[src/rtl/traffic_pkg.sv]
// Shared phase encodings, default minimum durations and the legal-successor rule
// for the traffic lamp monitor.
package traffic_pkg;

  typedef enum logic [2:0] {
    PH_OFF     = 3'd0,
    PH_MAIN_G  = 3'd1,
    PH_MAIN_Y  = 3'd2,
    PH_SIDE_G  = 3'd3,
    PH_SIDE_Y  = 3'd4,
    PH_WALK    = 3'd5,
    PH_ILLEGAL = 3'd7
  } phase_t;

  localparam int GRN_MIN_DEF  = 5;
  localparam int YEL_MIN_DEF  = 1;
  localparam int WALK_MIN_DEF = 2;

  localparam logic [4:0] SECS_MAX = 5'd31;

  // Dropping to OFF is always allowed; otherwise only the signal-plan order is.
  function automatic logic legal_step(phase_t from_ph, phase_t to_ph);
    logic ok;
    ok = 1'b0;
    if (to_ph == PH_OFF) begin
      ok = 1'b1;
    end else begin
      case (from_ph)
        PH_OFF:    ok = (to_ph == PH_MAIN_G);
        PH_MAIN_G: ok = (to_ph == PH_MAIN_Y);
        PH_MAIN_Y: ok = (to_ph == PH_SIDE_G) || (to_ph == PH_WALK);
        PH_WALK:   ok = (to_ph == PH_SIDE_G);
        PH_SIDE_G: ok = (to_ph == PH_SIDE_Y);
        PH_SIDE_Y: ok = (to_ph == PH_MAIN_G);
        default:   ok = 1'b0;
      endcase
    end
    return ok;
  endfunction

endpackage

[src/rtl/lamp_decoder.sv]
// Combinational map from the seven registered lamp drives to a phase code.
// Bit order of lamps: {Gm, Ym, Rm, Gs, Ys, Rs, WalkLamp}.
module lamp_decoder
  import traffic_pkg::*;
(
  input  logic [6:0] lamps,
  output phase_t     phase_code
);

  // Exact-match decode; any other combination is a conflict.
  always_comb begin
    phase_code = PH_ILLEGAL;
    case (lamps)
      7'b000_0000: phase_code = PH_OFF;
      7'b100_0010: phase_code = PH_MAIN_G;
      7'b010_0010: phase_code = PH_MAIN_Y;
      7'b001_1000: phase_code = PH_SIDE_G;
      7'b001_0100: phase_code = PH_SIDE_Y;
      7'b001_0011: phase_code = PH_WALK;
      default:     phase_code = PH_ILLEGAL;
    endcase
  end

endmodule

[src/rtl/traffic_lamp_monitor.sv]
// Watches controller lamp drives, tracks the current phase and its age, and
// raises sticky flags for lamp conflicts, bad sequencing and short phases.
module traffic_lamp_monitor
  import traffic_pkg::*;
#(
  parameter int GRN_MIN  = GRN_MIN_DEF,
  parameter int YEL_MIN  = YEL_MIN_DEF,
  parameter int WALK_MIN = WALK_MIN_DEF
) (
  input  logic       clk,
  input  logic       rst,
  input  logic       sec_tick,
  input  logic       clr,
  input  logic       Gm,
  input  logic       Ym,
  input  logic       Rm,
  input  logic       Gs,
  input  logic       Ys,
  input  logic       Rs,
  input  logic       WalkLamp,
  output logic [2:0] phase,
  output logic [4:0] phase_secs,
  output logic [7:0] trans_cnt,
  output logic       err_conflict,
  output logic       err_seq,
  output logic       err_timing
);

  logic [6:0] lamps_r;
  phase_t     phase_r;
  phase_t     dec_s;
  logic [4:0] secs_r;
  logic [7:0] cnt_r;
  logic       conflict_r;
  logic       seq_r;
  logic       timing_r;

  logic       trans_s;
  logic       conflict_evt_s;
  logic       seq_evt_s;
  logic       timing_evt_s;
  logic [4:0] min_secs_s;

  // Single register stage on the raw lamp drives.
  always_ff @(posedge clk or posedge rst) begin
    if (rst) begin
      lamps_r <= 7'd0;
    end else begin
      lamps_r <= {Gm, Ym, Rm, Gs, Ys, Rs, WalkLamp};
    end
  end

  lamp_decoder u_lamp_decoder (
    .lamps      (lamps_r),
    .phase_code (dec_s)
  );

  // Event detection; OFF and ILLEGAL carry a zero minimum so they are never timed.
  always_comb begin
    min_secs_s     = 5'd0;
    trans_s        = (dec_s != phase_r);
    conflict_evt_s = (dec_s == PH_ILLEGAL);
    case (phase_r)
      PH_MAIN_G, PH_SIDE_G: min_secs_s = 5'(GRN_MIN);
      PH_MAIN_Y, PH_SIDE_Y: min_secs_s = 5'(YEL_MIN);
      PH_WALK:              min_secs_s = 5'(WALK_MIN);
      default:              min_secs_s = 5'd0;
    endcase
    if (trans_s && (phase_r != PH_ILLEGAL) && (dec_s != PH_ILLEGAL)) begin
      seq_evt_s = !legal_step(phase_r, dec_s);
    end else begin
      seq_evt_s = 1'b0;
    end
    if (trans_s && (dec_s != PH_OFF)) begin
      timing_evt_s = (secs_r < min_secs_s);
    end else begin
      timing_evt_s = 1'b0;
    end
  end

  // Phase, phase age and transition count; a transition swallows a coincident tick.
  always_ff @(posedge clk or posedge rst) begin
    if (rst) begin
      phase_r <= PH_OFF;
      secs_r  <= 5'd0;
      cnt_r   <= 8'd0;
    end else begin
      if (trans_s) begin
        phase_r <= dec_s;
        secs_r  <= 5'd0;
      end else if (sec_tick && (secs_r != SECS_MAX)) begin
        secs_r <= secs_r + 5'd1;
      end
      if (clr) begin
        cnt_r <= 8'd0;
      end else if (trans_s) begin
        cnt_r <= cnt_r + 8'd1;
      end
    end
  end

  // Sticky flags: a new event in the clr cycle keeps the flag set.
  always_ff @(posedge clk or posedge rst) begin
    if (rst) begin
      conflict_r <= 1'b0;
      seq_r      <= 1'b0;
      timing_r   <= 1'b0;
    end else begin
      conflict_r <= (conflict_r & ~clr) | conflict_evt_s;
      seq_r      <= (seq_r      & ~clr) | seq_evt_s;
      timing_r   <= (timing_r   & ~clr) | timing_evt_s;
    end
  end

  assign phase        = phase_r;
  assign phase_secs   = secs_r;
  assign trans_cnt    = cnt_r;
  assign err_conflict = conflict_r;
  assign err_seq      = seq_r;
  assign err_timing   = timing_r;

endmodule

[config.mk]
export PLATFORM = sky130hd
export DESIGN_NAME = traffic_lamp_monitor
export DESIGN_NICKNAME = d
export VERILOG_FILES = /design/src/rtl/traffic_pkg.sv /design/src/rtl/lamp_decoder.sv /design/src/rtl/traffic_lamp_monitor.sv
export SDC_FILE = /design/constraint.sdc
export NUM_CORES = 1
export LEC_CHECK = 0
export ABC_AREA = 1
export BUFFER_PORTS_ARGS = -buffer_cell sky130_fd_sc_hd__buf_2
export CAP_MARGIN = 5
export CORE_MARGIN = 8
export CORE_UTILIZATION = 58
export DETAILED_ROUTE_END_ITERATION = 8
export GPL_TIMING_DRIVEN = 0
export PLACE_DENSITY = 0.83
export RECOVER_POWER = 100
export SYNTH_ARGS = -nofsm -noshare
export SYNTH_HDL_FRONTEND = slang
export SYNTH_HIERARCHICAL = 1
export SYNTH_SLANG_ARGS = --single-unit
[constraint.sdc]
create_clock -name clk -period 5.1 [get_ports clk]
set_input_delay 0.255 -clock clk [delete_from_list [all_inputs] [get_ports clk]]
set_output_delay 0.255 -clock clk [all_outputs]
set_load 0.02 [all_outputs]
# ---- After elaboration in Yosys (flattened, before gate mapping)
# Index checks and enable logic that the tools add are counted.
dict set report op_classes {
  n_addsub 2
  n_lt_le_gt_ge 1
  eq_ne 20
  muxes 11
  bitwise 7
  reduce_logical 15
}
# op count
set ops {}
lappend ops {{$eq 7x5->1 const B} 3}
lappend ops {{$pmux 3 s6} 1}
lappend ops {{$mux 8} 2}
lappend ops {{$eq 3x3->1 const B} 5}
lappend ops {{$eq 3x2->1 const B} 4}
lappend ops {{$mux 5} 2}
lappend ops {{$pmux 3 s3} 1}
lappend ops {{$add 8x1->8 const B} 1}
lappend ops {{$eq 7x6->1 const B} 1}
lappend ops {{$eq 7x7->1 const B} 1}
lappend ops {{$logic_not 7->1} 1}
lappend ops {{$eq 3x1->1 const B} 2}
lappend ops {{$logic_not 3->1} 2}
lappend ops {{$ne 3x3->1 const B} 2}
lappend ops {{$reduce_or 2->1} 3}
lappend ops {{$add 5x1->5 const B} 1}
lappend ops {{$lt 5x5->1} 1}
lappend ops {{$ne 5x5->1 const B} 1}
lappend ops {{$pmux 1 s5} 1}
lappend ops {{$logic_and 1x1->1} 4}
lappend ops {{$mux 1} 4}
lappend ops {{$reduce_bool 2->1} 2}
lappend ops {{$and 1x1->1} 3}
lappend ops {{$ne 3x3->1} 1}
lappend ops {{5 further kinds} 7}
dict set report totals {
  reg_bits 26
  inputBits 11
  output_inout_bits 19
  word_cells 63
}

# ---- Longest topological paths before layout
dict set report depth {
  ltp_word 10
  mapped_depth 15
}

# ---- Hierarchy
# Netlist, hierarchy kept.
# module instances cells_per_inst area_each_um2 seq_area_each_um2
set modules_own_cells {}
lappend modules_own_cells {traffic_lamp_monitor 1 175 1383.8 650.6}
lappend modules_own_cells {lamp_decoder 1 37 168.9 0.0}

# ---- Least setup slack after synthesis
# Ideal clock, no wire load.
dict set report synth_timing {
  kind {register to register}
  startpoint {register lamps_r[5]}
  endpoint {register cnt_r[4], in the netlist trans_cnt[4]}
  setup_ns 0.119
  t_arrival_ns 1.621
  slack_ns 3.360
  path_stages_with_launch 11
  period_less_slack_ns 1.740
  path_cell_list {dfrtp_1 > or2_1 > nor2_1 > nand2_1 > and2_1 > buf_6 > xnor2_2 > nand3_4 > buf_8 > nand4_1 > nand2_1}
}
dict set report synth_via {
  elab_chain_len 4
  elab_cells_between_ends 9
  classes_between {eq/ne: 6; mux: 1; reduce/logical: 2}
}
# element line
set synth_lines {}
lappend synth_lines {{from (decl)} traffic_lamp_monitor.sv:29} ;# logic [6:0] lamps_r;
lappend synth_lines {{from (signal assigned)} traffic_lamp_monitor.sv:49} ;# lamps_r <= {Gm, Ym, Rm, Gs, Ys, Rs, WalkLamp};
lappend synth_lines {{$eq 7x5->1, or another cell as far along} lamp_decoder.sv:13} ;# case (lamps)
lappend synth_lines {{$pmux 3 s6 (*)} lamp_decoder.sv:13}
lappend synth_lines {{net dec_s[1]} traffic_lamp_monitor.sv:31} ;# phase_t dec_s;
lappend synth_lines {{$ne 3x3->1 (*)} traffic_lamp_monitor.sv:61} ;# trans_s = (dec_s != phase_r);
lappend synth_lines {{$reduce_bool 2->1 (no line) (*)} --}
lappend synth_lines {{to (signal assigned)} traffic_lamp_monitor.sv:97} ;# cnt_r <= cnt_r + 8'd1;
lappend synth_lines {{to (decl)} traffic_lamp_monitor.sv:33} ;# logic [7:0] cnt_r;
# Mark *: on every way through the listed nets, which the timed path passes. The rest lies on a longest branch.
# A chain may end at the register's enable or synchronous reset.

# ---- Worst setup path in the final report
dict set report layout_timing {
  startpoint {register lamps_r[1]}
  endpoint {register cnt_r[4], in the netlist trans_cnt[4]}
}
# The elaborated chain is that of the path after synthesis.

==> flow_metrics.py <==
metrics = {
    "outcome": {
        "status": "finished, final reports clean",
    },
    "grt": {
        "grtUsageTotal_pct": 15.2,
        "overflow": 0,
        "antenna_found_initial": 0,
        "grt_max_degree": 27,
        "grt_pass1_vias": 1295,
        "grt_pass1_wl_um": 5490,
    },
    "clocking": {
        "clk-insertion-delay-late_ps": 320,
        "cts_tree": "built",
        "tritoncts.num_buffers": 3,
        "post_cts_buffers": 0,
        "ctsResizeCount": 0,
        "cts_max_path_buffers": 2,
        "cts_sinks": 26,
        "cts_hold_buffers": 0,
        "h-tree-depth": 1,
        "root_buffer": "clkbuf_4",
        "clk_pin_slew_ps": 140,
    },
    "timing": {
        "final-hold-violation-count": 0,
        "tightestPinTransition_ps": 967,
        "period_minus_slack_ps": 2500,
        "rsz0062_at_grt": "false",
        "setup_viol": 0,
        "finClkSkew_ps": 3.83,
        "slew_viol_final": 0,
        "setup_tns_ps": 0,
        "fmax_ghz": 0.401,
        "slew_headroom_pct": 35.5,
        "min_period_over_period_pct": 48.9,
    },
    "power": {
        "p_per_area_nw_per_um2": 269,
        "leakage_nw": 0.894,
        "peakVddDrop_uv": 199,
    },
    "die": {
        "core_um2": 2500,
        "die_width_um": 67.7,
        "die_h_um": 67.7,
        "ioPinCount": 30,
        "rows": 18,
        "die-area_um2": 4590,
        "start_util_pct": 62.1,
    },
    "setup_path": {
        "cp.arrival_ps": 2770,
        "crit_chain": "nand2_1 -> inv_1 -> nand2_1 -> nor2_1 -> nor2_1 -> and2_0 -> clkbuf_1 -> xnor2_2 -> nand3_1 -> nor2_1 -> nand2_1 -> nand2_1",
        "endpoint_kind": "flop",
        "cp-start-kind": "flop",
        "ff2ff_path_depth": 12,
        "max_stage_delay_ps": 510,
        "r2r_start": "lamps_r[1]$_DFF_PP0_",
        "rrSetupSlack_ps": 2600,
        "cp_slowest_cell": "nor2_1",
        "crit_type": "reg -> reg",
        "critical_path.max_fanout": 8,
        "crit_family": "simple AND/OR/NAND/NOR gates",
        "r2r_end": "trans_cnt[4]$_DFFE_PP0P_",
        "required_ps": 5370,
        "crit_top_cell": "nand2_1",
        "path_buf_inv": 2,
    },
    "synthesis": {
        "synth_ff_type": "dfrtp_1",
        "netlist_instances": 212,
        "synth_top_area_cell": "dfrtp_1",
        "synth_top_cell_area_share_pct": 41.9,
        "synthesis.nets": 228,
        "synth_cell_types": 30,
        "yosysWarnings": 6,
        "async_reset_ff_share_pct": 100,
        "yosysMostFrequentCell": "nand2_1",
        "synth_edf_count": 0,
        "synth_seq_area_share_pct": 41.9,
        "syn_area_per_cell_um2": 7.32,
        "synthTopCellsByArea": "dfrtp_1 42%, nand2_1 18%, nor2_1 6.8%",
        "synth_common_cells": "73 x nand2_1, 28 x nor2_1, 26 x dfrtp_1",
        "synth_area_um2": 1550,
        "ys_ff_latch": 26,
    },
    "place": {
        "port_buffers": 29,
        "place.gp.congestion": 0.825,
        "place_hpwl_um": 2310,
    },
    "final_layout": {
        "nNetsFinal": 262,
        "post-route-util_pct": 67.3,
        "area_delta_synth_final_pct": 8.30,
        "drive_gt1_share_pct": 8.61,
        "diodes": 0,
    },
    "routing": {
        "routed_wirelength_um": 3090,
        "ant_nets": 0,
        "wire_per_inst_um": 11.3,
        "viasPerCell": 5.01,
        "drc_errors": 0,
        "drt-initial-drc-count": 160,
        "drtPass1Iterations": 4,
        "via_count": 1374,
    },
    "min_path": {
        "min_path_cells": 1,
        "hold_start": "Ys",
        "hold_path_end": "lamps_r[2]$_DFF_PP0_",
        "hold_class": "in -> reg",
    },
    "run": {
        "maxCapViolCount": 0,
    },
}
## state kept, by name (all words and copies together), names as in the netlist
signal,flops
phase_secs,5
lamps_r,7
trans_cnt,8
err_seq,1
phase,3
err_conflict,1
err_timing,1
## metal layers
metal	vias to the layer above	wire length (um)	global-route usage (%)
li1	720	-	-
met1	632	1560	19.8
met2	18	1390	24.3
met3	4	87	2.32
met4	0	48	6.79
met5	-	0	0
## worst max-delay path by stage
stage                         start                       end  cells after the start
6_report       lamps_r[1]$_DFF_PP0_  trans_cnt[4]$_DFFE_PP0P_                     12
4_1_cts        lamps_r[6]$_DFF_PP0_  trans_cnt[4]$_DFFE_PP0P_                     13
3_3_place_gp   lamps_r[3]$_DFF_PP0_  trans_cnt[4]$_DFFE_PP0P_                     13
5_1_grt        lamps_r[1]$_DFF_PP0_  trans_cnt[7]$_DFFE_PP0P_                     12
3_5_place_dp   lamps_r[6]$_DFF_PP0_  trans_cnt[7]$_DFFE_PP0P_                     13
2_1_floorplan  lamps_r[5]$_DFF_PP0_  trans_cnt[4]$_DFFE_PP0P_                     10
## power breakdown
group | internal, mW | total [mW] | leakage [nW] | switching [mW]
clock network | 0.0277 | 0.0885 | 0.0138 | 0.0607
registers | 0.224 | 0.244 | 0.322 | 0.0201
logic | 0.0411 | 0.119 | 0.558 | 0.0781
total | 0.293 | 0.452 | 0.894 | 0.159
## metrics by stage
stage / hold WS (ps) / std cells / instance area [um^2] / setup slack [ps] / power [mW]
after CTS: 20.6 / 274 / 1760 / 3170 / 0.467
after detailed placement: 365 / 271 / 1740 / 3210 / 0.381
after global placement: 363 / 271 / 1740 / 3230 / 0.378
final: 25.1 / 274 / 1680 / 2600 / 0.452
after floorplan: 286 / 212 / 1550 / 3360 / 0.340
after global routing: 9.21 / 274 / 1680 / 2320 / 0.482
## placed cells by master (no fill, tap or decap), types with 3 or more instances in the layout
master / synthesis / final
a21oi_1: 3 / 4
ha_1: 5 / 5
clkbuf_1: 3 / 24
nand3_1: 13 / 14
dfrtp_1: 26 / 26
nand4_1: 5 / 5
clkbuf_4: 0 / 3
inv_2: 3 / 3
inv_1: 25 / 25
buf_2: 0 / 10
nand2_1: 73 / 73
nor2_1: 28 / 31
nor3_1: 2 / 3
## kinds of logic (layout without fill, tap and decap cells)
| kind of cell | Yosys count | after routing | share of synthesized area, % |
|---|---|---|---|
| and+or+nand+nor | 135 | 135 | 38.8 |
| buffers and inverters | 34 | 66 | 9.43 |
| DFF | 26 | 26 | 41.9 |
| AOI/OAI and AO/OA | 9 | 9 | 3.71 |
| adders and majority gates | 5 | 5 | 4.03 |
| xor gates and xnor gates | 3 | 3 | 2.18 |
## cell type report
type                            instances  area (um^2)
Fill cell                             243          818
Sequential cell                        26          651
Tap cell                               30         37.5
Multi-Input combinational cell        152          722
Clock buffer                            3         22.5
Timing Repair Buffer                   29          121
Buffer                                  5         18.8
Inverter                               29          109
Power figures use the tool's default switching activity.
